--- src/rtl/fetch_decode_stage.sv ---
// Instruction fetch over a req/valid handshake plus the IF/ID register with field decode.
// Optional perf counters (fetch_count, stall_cycles) are built when FETCH_PERF_EN is defined.
//
// state    | meaning
// ---------+-----------------------------------------------------------
// FETCH    | issue imem_req for pc
// WAIT     | request outstanding, waiting for imem_valid
// HOLD     | word captured into the buffer while stalled; waits for stall=0
// DRAIN    | redirected while a request was outstanding; drop that beat
module fetch_decode_stage #(
  parameter logic [31:0] RESET_PC = 32'h0000_0000
) (
  input  logic        clock,
  input  logic        reset,
  input  logic        stall,
  input  logic        redirect,
  input  logic [31:0] redirect_pc,
  output logic        imem_req,
  output logic [31:0] imem_addr,
  input  logic        imem_valid,
  input  logic [31:0] imem_rdata,
  output logic [31:0] pc_out,
  output logic        instr_valid,
  output logic [4:0]  rs1,
  output logic [4:0]  rs2,
  output logic [4:0]  rd,
  output logic [6:0]  opcode,
  output logic [2:0]  f3,
  output logic [6:0]  f7,
  output logic [31:0] immediate
`ifdef FETCH_PERF_EN
  ,
  output logic [31:0] fetch_count,
  output logic [31:0] stall_cycles
`endif
);

  localparam logic [1:0] ST_FETCH = 2'd0;
  localparam logic [1:0] ST_WAIT  = 2'd1;
  localparam logic [1:0] ST_HOLD  = 2'd2;
  localparam logic [1:0] ST_DRAIN = 2'd3;

  localparam logic [6:0] OP_IMM    = 7'b0010011;
  localparam logic [6:0] OP_LOAD   = 7'b0000011;
  localparam logic [6:0] OP_JALR   = 7'b1100111;
  localparam logic [6:0] OP_STORE  = 7'b0100011;
  localparam logic [6:0] OP_BRANCH = 7'b1100011;
  localparam logic [6:0] OP_JAL    = 7'b1101111;
  localparam logic [6:0] OP_LUI    = 7'b0110111;
  localparam logic [6:0] OP_AUIPC  = 7'b0010111;

  logic [1:0]  state, state_nxt;
  logic [31:0] pc, pc_nxt;
  logic [31:0] buf_word, buf_pc;
  logic        load_buf;
  logic        deliver;
  logic [31:0] dsrc_word, dsrc_pc;

  function automatic logic [31:0] imm_of(input logic [31:0] inst);
    logic [31:0] imm;
    imm = 32'h0;
    case (inst[6:0])
      OP_IMM, OP_LOAD, OP_JALR:
        imm = {{20{inst[31]}}, inst[31:20]};
      OP_STORE:
        imm = {{20{inst[31]}}, inst[31:25], inst[11:7]};
      OP_BRANCH:
        imm = {{19{inst[31]}}, inst[31], inst[7], inst[30:25], inst[11:8], 1'b0};
      OP_JAL:
        imm = {{11{inst[31]}}, inst[31], inst[19:12], inst[20], inst[30:21], 1'b0};
      OP_LUI, OP_AUIPC:
        imm = {inst[31:12], 12'h000};
      default:
        imm = 32'h0;
    endcase
    return imm;
  endfunction

  assign imem_req  = (state == ST_FETCH);
  assign imem_addr = pc;

  always_comb begin
    state_nxt = state;
    pc_nxt    = pc;
    load_buf  = 1'b0;
    deliver   = 1'b0;
    dsrc_word = imem_rdata;
    dsrc_pc   = pc;
    if (redirect) begin
      // An outstanding request must be drained so its late beat is not taken as the target.
      state_nxt = (state == ST_WAIT && !imem_valid) ? ST_DRAIN : ST_FETCH;
      pc_nxt    = redirect_pc & 32'hFFFF_FFFC;
    end else begin
      case (state)
        ST_FETCH: state_nxt = ST_WAIT;
        ST_WAIT: begin
          if (imem_valid) begin
            pc_nxt = pc + 32'd4;
            if (stall) begin
              load_buf  = 1'b1;
              state_nxt = ST_HOLD;
            end else begin
              deliver   = 1'b1;
              state_nxt = ST_FETCH;
            end
          end
        end
        ST_HOLD: begin
          if (!stall) begin
            deliver   = 1'b1;
            dsrc_word = buf_word;
            dsrc_pc   = buf_pc;
            state_nxt = ST_FETCH;
          end
        end
        ST_DRAIN: begin
          if (imem_valid) state_nxt = ST_FETCH;
        end
        default: state_nxt = ST_FETCH;
      endcase
    end
  end

  always_ff @(posedge clock or posedge reset) begin
    if (reset) begin
      state    <= ST_FETCH;
      pc       <= RESET_PC;
      buf_word <= 32'h0;
      buf_pc   <= 32'h0;
    end else begin
      state <= state_nxt;
      pc    <= pc_nxt;
      if (redirect) begin
        buf_word <= 32'h0;
        buf_pc   <= 32'h0;
      end else if (load_buf) begin
        buf_word <= imem_rdata;
        buf_pc   <= pc;
      end
    end
  end

  // Redirect forces a bubble even under stall; otherwise stall freezes whatever is shown.
  always_ff @(posedge clock or posedge reset) begin
    if (reset) begin
      pc_out      <= 32'h0;
      instr_valid <= 1'b0;
      rs1         <= 5'h0;
      rs2         <= 5'h0;
      rd          <= 5'h0;
      opcode      <= 7'h0;
      f3          <= 3'h0;
      f7          <= 7'h0;
      immediate   <= 32'h0;
    end else if (redirect || (!deliver && !stall)) begin
      pc_out      <= 32'h0;
      instr_valid <= 1'b0;
      rs1         <= 5'h0;
      rs2         <= 5'h0;
      rd          <= 5'h0;
      opcode      <= 7'h0;
      f3          <= 3'h0;
      f7          <= 7'h0;
      immediate   <= 32'h0;
    end else if (deliver) begin
      pc_out      <= dsrc_pc;
      instr_valid <= 1'b1;
      rs1         <= dsrc_word[19:15];
      rs2         <= dsrc_word[24:20];
      rd          <= dsrc_word[11:7];
      opcode      <= dsrc_word[6:0];
      f3          <= dsrc_word[14:12];
      f7          <= dsrc_word[31:25];
      immediate   <= imm_of(dsrc_word);
    end
  end

`ifdef FETCH_PERF_EN
  always_ff @(posedge clock or posedge reset) begin
    if (reset) begin
      fetch_count  <= 32'h0;
      stall_cycles <= 32'h0;
    end else begin
      if (deliver) fetch_count <= fetch_count + 32'd1;
      if (stall && state == ST_HOLD) stall_cycles <= stall_cycles + 32'd1;
    end
  end
`endif

endmodule

--- config.mk ---
export PLATFORM = sky130hd
export DESIGN_NAME = fetch_decode_stage
export DESIGN_NICKNAME = d
export VERILOG_FILES = /design/src/rtl/fetch_decode_stage.sv
export SDC_FILE = /design/constraint.sdc
export NUM_CORES = 1
export LEC_CHECK = 0
export BUFFER_PORTS_ARGS = -buffer_cell sky130_fd_sc_hd__buf_4
export CORE_MARGIN = 3
export CORE_UTILIZATION = 49
export DETAILED_ROUTE_END_ITERATION = 10
export GPL_ROUTABILITY_DRIVEN = 0
export PLACE_DENSITY = 0.77
export SETUP_SLACK_MARGIN = 0.2
export SLEW_MARGIN = 20
export SYNTH_ARGS = -nofsm -noshare
export SYNTH_HDL_FRONTEND = slang
export SYNTH_SLANG_ARGS = --single-unit
--- constraint.sdc ---
create_clock -name clock -period 6.5 [get_ports clock]
set_clock_uncertainty 0.05 [all_clocks]
set_input_delay 1.3 -clock clock [delete_from_list [all_inputs] [get_ports clock]]
set_output_delay 1.3 -clock clock [all_outputs]
set_load 0.03 [all_outputs]
==> metrics.txt, run 1 <==
final number of hold-violating endpoints 0; fin. max-slew vios 0; crit start category input port; final wirelength 22900 um; cell area reported after detailed placement 10200 sq um; fraction of synthesized cell area taken by the top area cell type 55.0%; count of different cell masters after synthesis 60; start-to-end type of the worst setup path input port to flop; Post-CTS Resized 0; clk_lat worst skew 0.42 ns; most common flop cell mapped by yosys sky130_fd_sc_hd__dfrtp_1; largest area contributor in the synthesized netlist sky130_fd_sc_hd__dfrtp_1; TritonCTS clock tree built; number of buffers on the longest clock path 2; via count of the routed design 7093; number of clock sinks seen by CTS 191; power density over the cells 267 nW/um^2; type of element capturing the critical path flop; Clk Tree Root Cell sky130_fd_sc_hd__clkbuf_16; area of the mapped netlist 8690 sq um; diodes inserted 0; maximum resistive drop on vdd 0.210 mV; area of all placed cells without fillers 10800 sq um; number of synthesized register bits 191; cts-stage hold buffer count 0; headroom to the max-slew limit 31.1%; worst slack at placement 2.12 ns; count of input and output buffers 194; data arrival time at the worst-slack endpoint 4.12 ns; upper clock frequency limit 0.257 GHz; cell count after synthesis 814; first-pass iteration count of the detailed router 5; endpoint required time on the critical path 6.73 ns; type of the most critical hold path flop to flop; total overflow reported by the global router 0; half-perimeter wire length of the detailed placement result 15100 um; non-filler cells, final 1211; number of filler cells placed in the layout 1444; shortest period the worst path allows 3.89 ns; layout-stage area growth over the synthesis result 24.5%; die area 19400 sq um; Post-Place Cells 1179; most common library cell in the layout ignoring fill and taps sky130_fd_sc_hd__buf_4; Syn. warnings 0; initial cell density of the core 50.2%; Routed Antenna Nets 0; placeable core region 17300 sq um; post-layout utilization of the core 62.5%; commonest cells after routing, fill and taps aside 204 x sky130_fd_sc_hd__buf_4, 191 x sky130_fd_sc_hd__dfrtp_1, 142 x sky130_fd_sc_hd__nand2_1; reported max-cap violation count 0; largest net degree at the start of global routing 192; Post-layout nets 1047; Area contributors post-synth sky130_fd_sc_hd__dfrtp_1 55%, sky130_fd_sc_hd__a22o_1 7.5%, sky130_fd_sc_hd__nand2_1 6.1%; DR vias/cell 5.86; setup total negative slack 0 ns; transition time at the pin with the least slew margin 1.03 ns; share of layout cells above drive strength 1 27.7%; Leak 5.17 nW; Horiz. Die Dim 139 um; post-CTS repair timing setup buffer count 0; RSZ-0062 raised after global routing false; final worst hold slack 0.427 ns; DR WL/cell 18.9 um; share of the yosys chip area belonging to registers 55.0%; First DRT Iteration DRCs 468; Site Rows 48; result of the run completed; global routing usage summed across all routing layers 23.7%; post-synthesis async set-or-reset flop share 100%; critical path peak fanout 67; number of synthesized flops with an enable pin 0; register clock-pin slew on the reported worst setup and hold paths 0.07 ns; Post-Synthesis Mean Instance Area 10.7 sq um; initial antenna violation count 0; Pwr Total 2.89 mW; Tcrit/Tclk final 59.9%; Ports 199; Die Span Y 139 um; final setup fails 0; H-tree lvl count 4; setup slack of the critical path after layout 2.61 ns; Residual DRC 0; via count of the first global-routing pass 6933; cts bufs inserted 17; first-pass GRT wire length 37400 um
## registers in the layout (all words and copies together) (netlist names), 5 cells and up
| name | flops |
|---|---|
| rs1 | 5 |
| rd | 5 |
| opcode | 7 |
| pc_out | 31 |
| imem_addr | 30 |
| buf_word | 32 |
| immediate | 32 |
| f7 | 7 |
| rs2 | 5 |
| buf_pc | 31 |
## critical path, stage by stage
cell and delay (ns):
sky130_fd_sc_hd__buf_4 0.50, sky130_fd_sc_hd__or3b_2 0.83, sky130_fd_sc_hd__nor4b_4 0.10, sky130_fd_sc_hd__nor4_4 0.54, sky130_fd_sc_hd__a31o_1 0.64, sky130_fd_sc_hd__a22oi_2 0.17
## where the power goes
part           internal [mW]  switching (mW)
Sequential              1.27          0.0775
Combinational          0.201           0.332
Clock                  0.567           0.449
Total                   2.03           0.858
## final timing paths
kind                                       start                   endpoint  slack (ns)  cells after the start
hold reg to reg            opcode[2]$_DFFE_PP0P_      opcode[2]$_DFFE_PP0P_        0.43                      2
setup / recovery                        redirect  immediate[15]$_DFFE_PP0P_        2.61                      6
min in group asynchronous                  reset     pc_out[27]$_DFFE_PP0P_        1.10                      3
max in group asynchronous                  reset          rd[1]$_DFFE_PP0P_        4.51                      3
setup reg to reg            state[0]$_DFFE_PP0P_  immediate[13]$_DFFE_PP0P_        3.32                      8
hold / removal             opcode[2]$_DFFE_PP0P_      opcode[2]$_DFFE_PP0P_        0.43                      2
## cell type report
cell class,count,area [sq um],area share (%)
Multi-Input combinational cell,550,3600,33.3
Inverter,8,33.8,0.312
Tap cell,225,282,2.60
Clock buffer,22,484,4.48
Sequential cell,191,4780,44.2
Clock inverter,10,86.3,0.798
Timing Repair Buffer,205,1550,14.3
## synthesized netlist by cell type (all sizes together), types with 2 or more instances
cell type,count
a211o,3
a21boi,8
a21o,2
a21oi,4
a221o,5
a22o,74
a22oi,8
a31oi,5
and2,5
and3,10
and4,5
and4bb,2
buf,24
clkbuf,42
dfrtp,191
ha,5
inv,8
mux2,2
mux2i,26
nand2,142
nand3,19
nand3b,3
nand4,7
nor2,14
nor2b,6
nor3,8
nor3b,2
nor4,8
nor4b,3
o211a,2
o211ai,12
o21ai,90
o22ai,34
or3,3
xnor2,11
xor2,11
## layer usage
layer | wire length (um) | global-route usage [%]
met2 | 10900 | 37.7
met3 | 1510 | 4.66
met1 | 10100 | 33.0
met4 | 425 | 7.57
met5 | 0 | 0
## cell families after synthesis
group | after synthesis | share of synthesized area, %
simple gates | 241 | 13.9
flops | 191 | 55.0
compound gates | 252 | 21.0
mux | 28 | 3.26
fa+ha+maj | 5 | 0.720
buf+inv | 74 | 3.80
other cells | 1 | 0.0432
xor+xnor | 22 | 2.22
(Power assumes the default switching activity.)
==> run 2, diff against run 1 <==
==> constraint.sdc (replaced) <==
create_clock -name clock -period 3.1 [get_ports clock]
set_clock_uncertainty 0.05 [all_clocks]
set_input_delay 0.62 -clock clock [delete_from_list [all_inputs] [get_ports clock]]
set_output_delay 0.62 -clock clock [all_outputs]
set_load 0.03 [all_outputs]
==> metrics.txt, run 2 (synthesized netlist as in run 1, its figures left out) <==
result of the run completed (unchanged); count of input and output buffers 194 (unchanged); RSZ-0062 raised after global routing false (unchanged); post-CTS repair timing setup buffer count 0 (unchanged); Site Rows 48 (unchanged); setup total negative slack 0 ns (unchanged); power share of the clock group 35.5% (was 35.1%); most common library cell in the layout ignoring fill and taps sky130_fd_sc_hd__buf_4 (unchanged); biggest regs buf_word: 32 flops, immediate: 32 flops (unchanged); Post-layout nets 1055 (was 1047); relative contribution of combinational cells to total power 18.5% (was 18.4%); worst path cell trace inv_1 -> ha_1 -> or3b_2 -> buf_4 -> mux2i_1 -> buf_4 -> a21o_2 -> a22oi_2 (was buf_4 -> or3b_2 -> nor4b_4 -> nor4_4 -> a31o_1 -> a22oi_2); first-pass GRT wire length 38000 um (was 37400 um); endpoint required time on the critical path 3.34 ns (was 6.73 ns); count of buffering cells on the critical path with inverters included 3 (was 1); type of the most critical hold path input port to asynchronous set/reset pin (was flop to flop); final number of hold-violating endpoints 0 (unchanged); share of layout cells above drive strength 1 28.4% (was 27.7%); initial cell density of the core 50.2% (unchanged); Int Pwr 4.34 mW (was 2.03 mW); instance count on the critical path 8 (was 6); layout-stage area growth over the synthesis result 25.7% (was 24.5%); First DRT Iteration DRCs 469 (was 468); via count of the routed design 7118 (was 7093); family with the most delay on the worst path simple AND/OR/NAND/NOR gates (unchanged); cell type of the slowest stage on the worst timing path sky130_fd_sc_hd__or3b_2 (unchanged); headroom to the max-slew limit 50.0% (was 31.1%); die area 19400 sq um (unchanged); initial antenna violation count 0 (unchanged); DR WL/cell 19.2 um (was 18.9 um); reported net switching power 1.79 mW (was 0.858 mW); Pwr Total 6.13 mW (was 2.89 mW); total overflow reported by the global router 0 (unchanged); upper clock frequency limit 0.372 GHz; DR vias/cell 5.84 (was 5.86); sw frac 29.2% (was 29.7%); placeable core region 17300 sq um (unchanged); final wirelength 23300 um (was 22900 um); number of filler cells placed in the layout 1385 (was 1444); number of clock sinks seen by CTS 191 (unchanged); global routing usage summed across all routing layers 23.9% (was 23.7%); fin. max-slew vios 0 (unchanged); Die Span Y 139 um (unchanged); FF-to-FF End immediate[18]$_DFFE_PP0P_ (was immediate[13]$_DFFE_PP0P_); sequential share of power 46.0% (was 46.5%); start-to-end type of the worst setup path flop to flop (was input port to flop); diodes inserted 0 (unchanged); Tcrit/Tclk final 86.7%; clk_lat worst skew 0.42 ns (about the same); Leak 5.22 nW (was 5.17 nW); TritonCTS clock tree built (unchanged); shortest period the worst path allows 2.69 ns; worst flop-to-flop path startpoint state[0]$_DFFE_PP0P_ (unchanged); number of buffers on the longest clock path 2 (unchanged); cts bufs inserted 17 (unchanged); H-tree lvl count 4 (unchanged); first-pass iteration count of the detailed router 5 (unchanged); last element of the critical path immediate[18]$_DFFE_PP0P_ (was immediate[15]$_DFFE_PP0P_); via count of the first global-routing pass 7039 (was 6933); type of element capturing the critical path flop (unchanged); largest net degree at the start of global routing 98 (was 192); maximum resistive drop on vdd 0.393 mV (was 0.210 mV); final setup fails 0 (unchanged); Residual DRC 0 (unchanged); post-layout utilization of the core 63.1% (was 62.5%); commonest cells after routing, fill and taps aside 210 x sky130_fd_sc_hd__buf_4, 191 x sky130_fd_sc_hd__dfrtp_1, 142 x sky130_fd_sc_hd__nand2_1 (was 204 x sky130_fd_sc_hd__buf_4, 191 x sky130_fd_sc_hd__dfrtp_1, 142 x sky130_fd_sc_hd__nand2_1); critical path peak fanout 20 (was 67); data arrival time at the worst-slack endpoint 2.92 ns (was 4.12 ns); crit start category flop (was input port); half-perimeter wire length of the detailed placement result 15800 um (was 15100 um); power density over the cells 561 nW/um^2 (was 267 nW/um^2); worst setup path startpoint state[0]$_DFFE_PP0P_ (was redirect); register clock-pin slew on the reported worst setup and hold paths 0.06 ns (was 0.07 ns); cell with the most instances on the worst path sky130_fd_sc_hd__buf_4; Ports 199 (unchanged); Horiz. Die Dim 139 um (unchanged); transition time at the pin with the least slew margin 0.750 ns (was 1.03 ns); cells on worst reg2reg path 8 (unchanged); crit-path max cell delay 0.70 ns (was 0.83 ns); Routed Antenna Nets 0 (unchanged); Clk Tree Root Cell sky130_fd_sc_hd__clkbuf_16 (unchanged); worst reg-to-reg setup slack 0.41 ns (was 3.32 ns); reported max-cap violation count 0 (unchanged)
==> run 2: layer usage <==
metal,track usage (%),vias to the layer above,part of all wire [%]
met2,37.6,290,47
met1,34.0,3525,44
met5,0,-,0
li1,-,3280,-
met4,6.95,0,1.7
met3,4.86,23,7.0
==> run 2: per-stage QoR <==
| stage | hold WS, ns | instances | cell area (sq um) | setup slack (ns) |
|---|---|---|---|---|
| after detailed placement | 0.422 | 1187 | 10300 | 0.179 |
| after CTS | 0.338 | 1218 | 10900 | 0.266 |
| after global placement | 0.413 | 1187 | 10300 | 0.205 |
| after global routing | 0.347 | 1218 | 10900 | 0.273 |
| final | 0.306 | 1218 | 10900 | 0.411 |
| after floorplan | 0.404 | 815 | 8690 | -0.0324 |
==> run 2: power groups by stage <==
stage	Combinational (mW)	Clock (mW)	Sequential, mW
6_report	1.13	2.17	2.82
5_1_grt	1.23	2.31	2.84
4_1_cts	1.15	2.21	2.82
3_5_place_dp	1.14	0	2.86
3_3_place_gp	1.12	0	2.86
2_1_floorplan	0.559	0	3.00
==> run 2: what timing repair did <==
item,4_1_cts,5_1_grt
hold endpoints to repair,0,0
hold buffers,0,0
setup endpoints to repair,0,22
gates resized for setup,0,3
==> run 2: area by class of cell <==
class                           count  area, sq um  area share, %
Multi-Input combinational cell    550         3600           33.0
Inverter                            8         33.8          0.309
Sequential cell                   191         4780           43.8
Clock inverter                      9          110           1.01
Tap cell                          225          282           2.58
Clock buffer                       22          474           4.34
Timing Repair Buffer              213         1640           15.0
==> run 2: how the worst min path moves through the flow <==
stage                                      from                         to  slack (ns)  depth (start not counted)
after detailed placement      f7[5]$_DFFE_PP0P_          f7[5]$_DFFE_PP0P_        0.42                          2
after global routing            redirect_pc[16]  imem_addr[16]$_DFFE_PP0P_        0.35                          3
final                                     reset   immediate[5]$_DFFE_PP0P_        0.31                          3
after floorplan           buf_pc[1]$_DFFE_PP0P_      buf_pc[1]$_DFFE_PP0P_        0.40                          1
after CTS                       redirect_pc[19]  imem_addr[19]$_DFFE_PP0P_        0.34                          3
after global placement    opcode[3]$_DFFE_PP0P_      opcode[3]$_DFFE_PP0P_        0.41                          2
==> run 2: worst reg2reg max path, delay by kind of cell, from the launching register on <==
family	cells	cell delay, ns
flip-flops	1	0.41
buffers and inverters	3	0.62
AND/OR/NAND/NOR	1	0.70
AO/OA/AOI/OAI	2	0.34
adder cells (fa/ha/maj)	1	0.19
multiplexers	1	0.25
==> run 3, diff against run 2 <==
--- a/config.mk
+++ b/config.mk
@@ -10,7 +10,7 @@
 export CORE_UTILIZATION = 49
 export DETAILED_ROUTE_END_ITERATION = 10
 export GPL_ROUTABILITY_DRIVEN = 0
-export PLACE_DENSITY = 0.77
+export PLACE_DENSITY = 0.76
 export SETUP_SLACK_MARGIN = 0.2
 export SLEW_MARGIN = 20
 export SYNTH_ARGS = -nofsm -noshare
==> metrics.txt, run 3 (synthesized netlist as in run 1, its figures left out) <==
Site Rows 48 (unchanged); Pwr Total 6.06 mW (was 6.13 mW); clk_lat worst skew 0.43 ns (was 0.42 ns); Post-layout nets 1056 (was 1055); first-pass GRT wire length 37900 um (was 38000 um); placeable core region 17300 sq um (unchanged); most common library cell in the layout ignoring fill and taps sky130_fd_sc_hd__buf_4 (unchanged); Post-CTS Resized 0 (unchanged); final worst hold slack 0.159 ns (was 0.306 ns); worst path cell trace inv_1 -> ha_1 -> nor3b_4 -> nor4b_2 -> nor4_4 -> a31o_1 -> o21ai_0 (was inv_1 -> ha_1 -> or3b_2 -> buf_4 -> mux2i_1 -> buf_4 -> a21o_2 -> a22oi_2); half-perimeter wire length of the detailed placement result 16000 um (was 15800 um); RSZ-0062 raised after global routing false (unchanged); number of buffers on the longest clock path 2 (unchanged); maximum resistive drop on vdd 0.380 mV (was 0.393 mV); diodes inserted 0 (unchanged); global routing usage summed across all routing layers 24.1% (was 23.9%); First DRT Iteration DRCs 474 (was 469); die area 19400 sq um (unchanged); Residual DRC 0 (unchanged); critical path peak fanout 11 (was 20); total overflow reported by the global router 0 (unchanged); non-filler cells, final 1218 (unchanged); Leak 5.22 nW (about the same); cts-stage hold buffer count 0 (unchanged); endpoint required time on the critical path 3.32 ns (was 3.34 ns); final number of hold-violating endpoints 0 (unchanged); type of the most critical hold path input port to asynchronous set/reset pin (unchanged); share of layout cells above drive strength 1 28.1% (was 28.4%); first-pass iteration count of the detailed router 5 (unchanged); upper clock frequency limit 0.362 GHz (was 0.372 GHz); DR WL/cell 19.1 um (was 19.2 um); post-CTS repair timing setup buffer count 0 (unchanged); via count of the first global-routing pass 7092 (was 7039); start-to-end type of the worst setup path flop to flop (unchanged); final setup fails 0 (unchanged); DR vias/cell 5.95 (was 5.84); count of input and output buffers 194 (unchanged); via count of the routed design 7251 (was 7118); biggest regs buf_word: 32 flops, immediate: 32 flops (unchanged); commonest cells after routing, fill and taps aside 210 x sky130_fd_sc_hd__buf_4, 191 x sky130_fd_sc_hd__dfrtp_1, 142 x sky130_fd_sc_hd__nand2_1 (unchanged); worst slack at placement 0.254 ns (was 0.179 ns); setup slack of the critical path after layout 0.339 ns (was 0.411 ns); layout-stage area growth over the synthesis result 25.6% (was 25.7%); Clk Tree Root Cell sky130_fd_sc_hd__clkbuf_16 (unchanged); transition time at the pin with the least slew margin 0.662 ns (was 0.750 ns); fin. max-slew vios 0 (unchanged); crit-path max cell delay 0.66 ns (was 0.70 ns); headroom to the max-slew limit 55.2% (was 50.0%); power density over the cells 555 nW/um^2 (was 561 nW/um^2); number of clock sinks seen by CTS 191 (unchanged); reported max-cap violation count 0 (unchanged); Post-Place Cells 1188 (was 1187); Die Span Y 139 um (unchanged); register clock-pin slew on the reported worst setup and hold paths 0.06 ns (about the same); crit start category flop (unchanged); initial cell density of the core 50.2% (unchanged); cell type of the slowest stage on the worst timing path sky130_fd_sc_hd__a31o_1 (was sky130_fd_sc_hd__or3b_2); Routed Antenna Nets 0 (unchanged); type of element capturing the critical path flop (unchanged); result of the run completed (unchanged); H-tree lvl count 4 (unchanged); largest net degree at the start of global routing 98 (unchanged); Tcrit/Tclk final 89.1% (was 86.7%); data arrival time at the worst-slack endpoint 2.98 ns (was 2.92 ns); cts bufs inserted 17 (unchanged); shortest period the worst path allows 2.76 ns (was 2.69 ns); initial antenna violation count 0 (unchanged); Horiz. Die Dim 139 um (unchanged); Ports 199 (unchanged); final wirelength 23300 um (about the same); TritonCTS clock tree built (unchanged)
[run 3: path summary, 6_finish.rpt]
path / start / depth (start not counted) / endpoint / slack [ns]
min: reset / 2 / pc_out[28]$_DFFE_PP0P_ / 0.16
max: state[0]$_DFFE_PP0P_ / 7 / immediate[31]$_DFFE_PP0P_ / 0.34
min reg2reg: opcode[4]$_DFFE_PP0P_ / 2 / opcode[4]$_DFFE_PP0P_ / 0.43
min in group clock: redirect_pc[21] / 3 / imem_addr[21]$_DFFE_PP0P_ / 0.35
max in group asynchronous: reset / 3 / immediate[18]$_DFFE_PP0P_ / 2.03
max reg2reg: state[0]$_DFFE_PP0P_ / 7 / immediate[31]$_DFFE_PP0P_ / 0.34
[run 3: final cells by class]
class	instances	area [sq um]
fillers	1478	6380
flip-flops and latches	191	4780
multi-input cells	550	3600
repair buffers	214	1660
clock buffers	25	505
well taps	225	282
clock inverters	5	55.1
inverters	8	33.8
[run 3: power by group]
| group | switching, mW | internal, mW | total, mW |
|---|---|---|---|
| clock network | 0.896 | 1.20 | 2.10 |
| logic | 0.703 | 0.437 | 1.14 |
| registers | 0.165 | 2.65 | 2.82 |
| total | 1.76 | 4.30 | 6.06 |
[run 3: layer usage]
metal | track usage (%) | wire (um)
met5 | 0 | 0
met4 | 7.93 | 469
met3 | 4.93 | 1600
met2 | 37.7 | 11100
met1 | 34.1 | 10100
[run 3: worst max-delay path, delay by kind of cell, from the launching register on]
family                   cells  cell delay, ns
AND/OR/NAND/NOR              3            0.98
buffers and inverters        1            0.10
AO/OA/AOI/OAI                2            0.85
adder cells (fa/ha/maj)      1            0.20
flip-flops                   1            0.41
[run 3: stage by stage]
step	cell area (sq um)	setup TNS [ns]	utilization (%)
after global routing	10900	0	63.1
final	10900	0	63.1
after global placement	10400	0	59.8
after detailed placement	10400	0	59.8
after CTS	10900	0	63.1
after floorplan	8690	-6.20	-
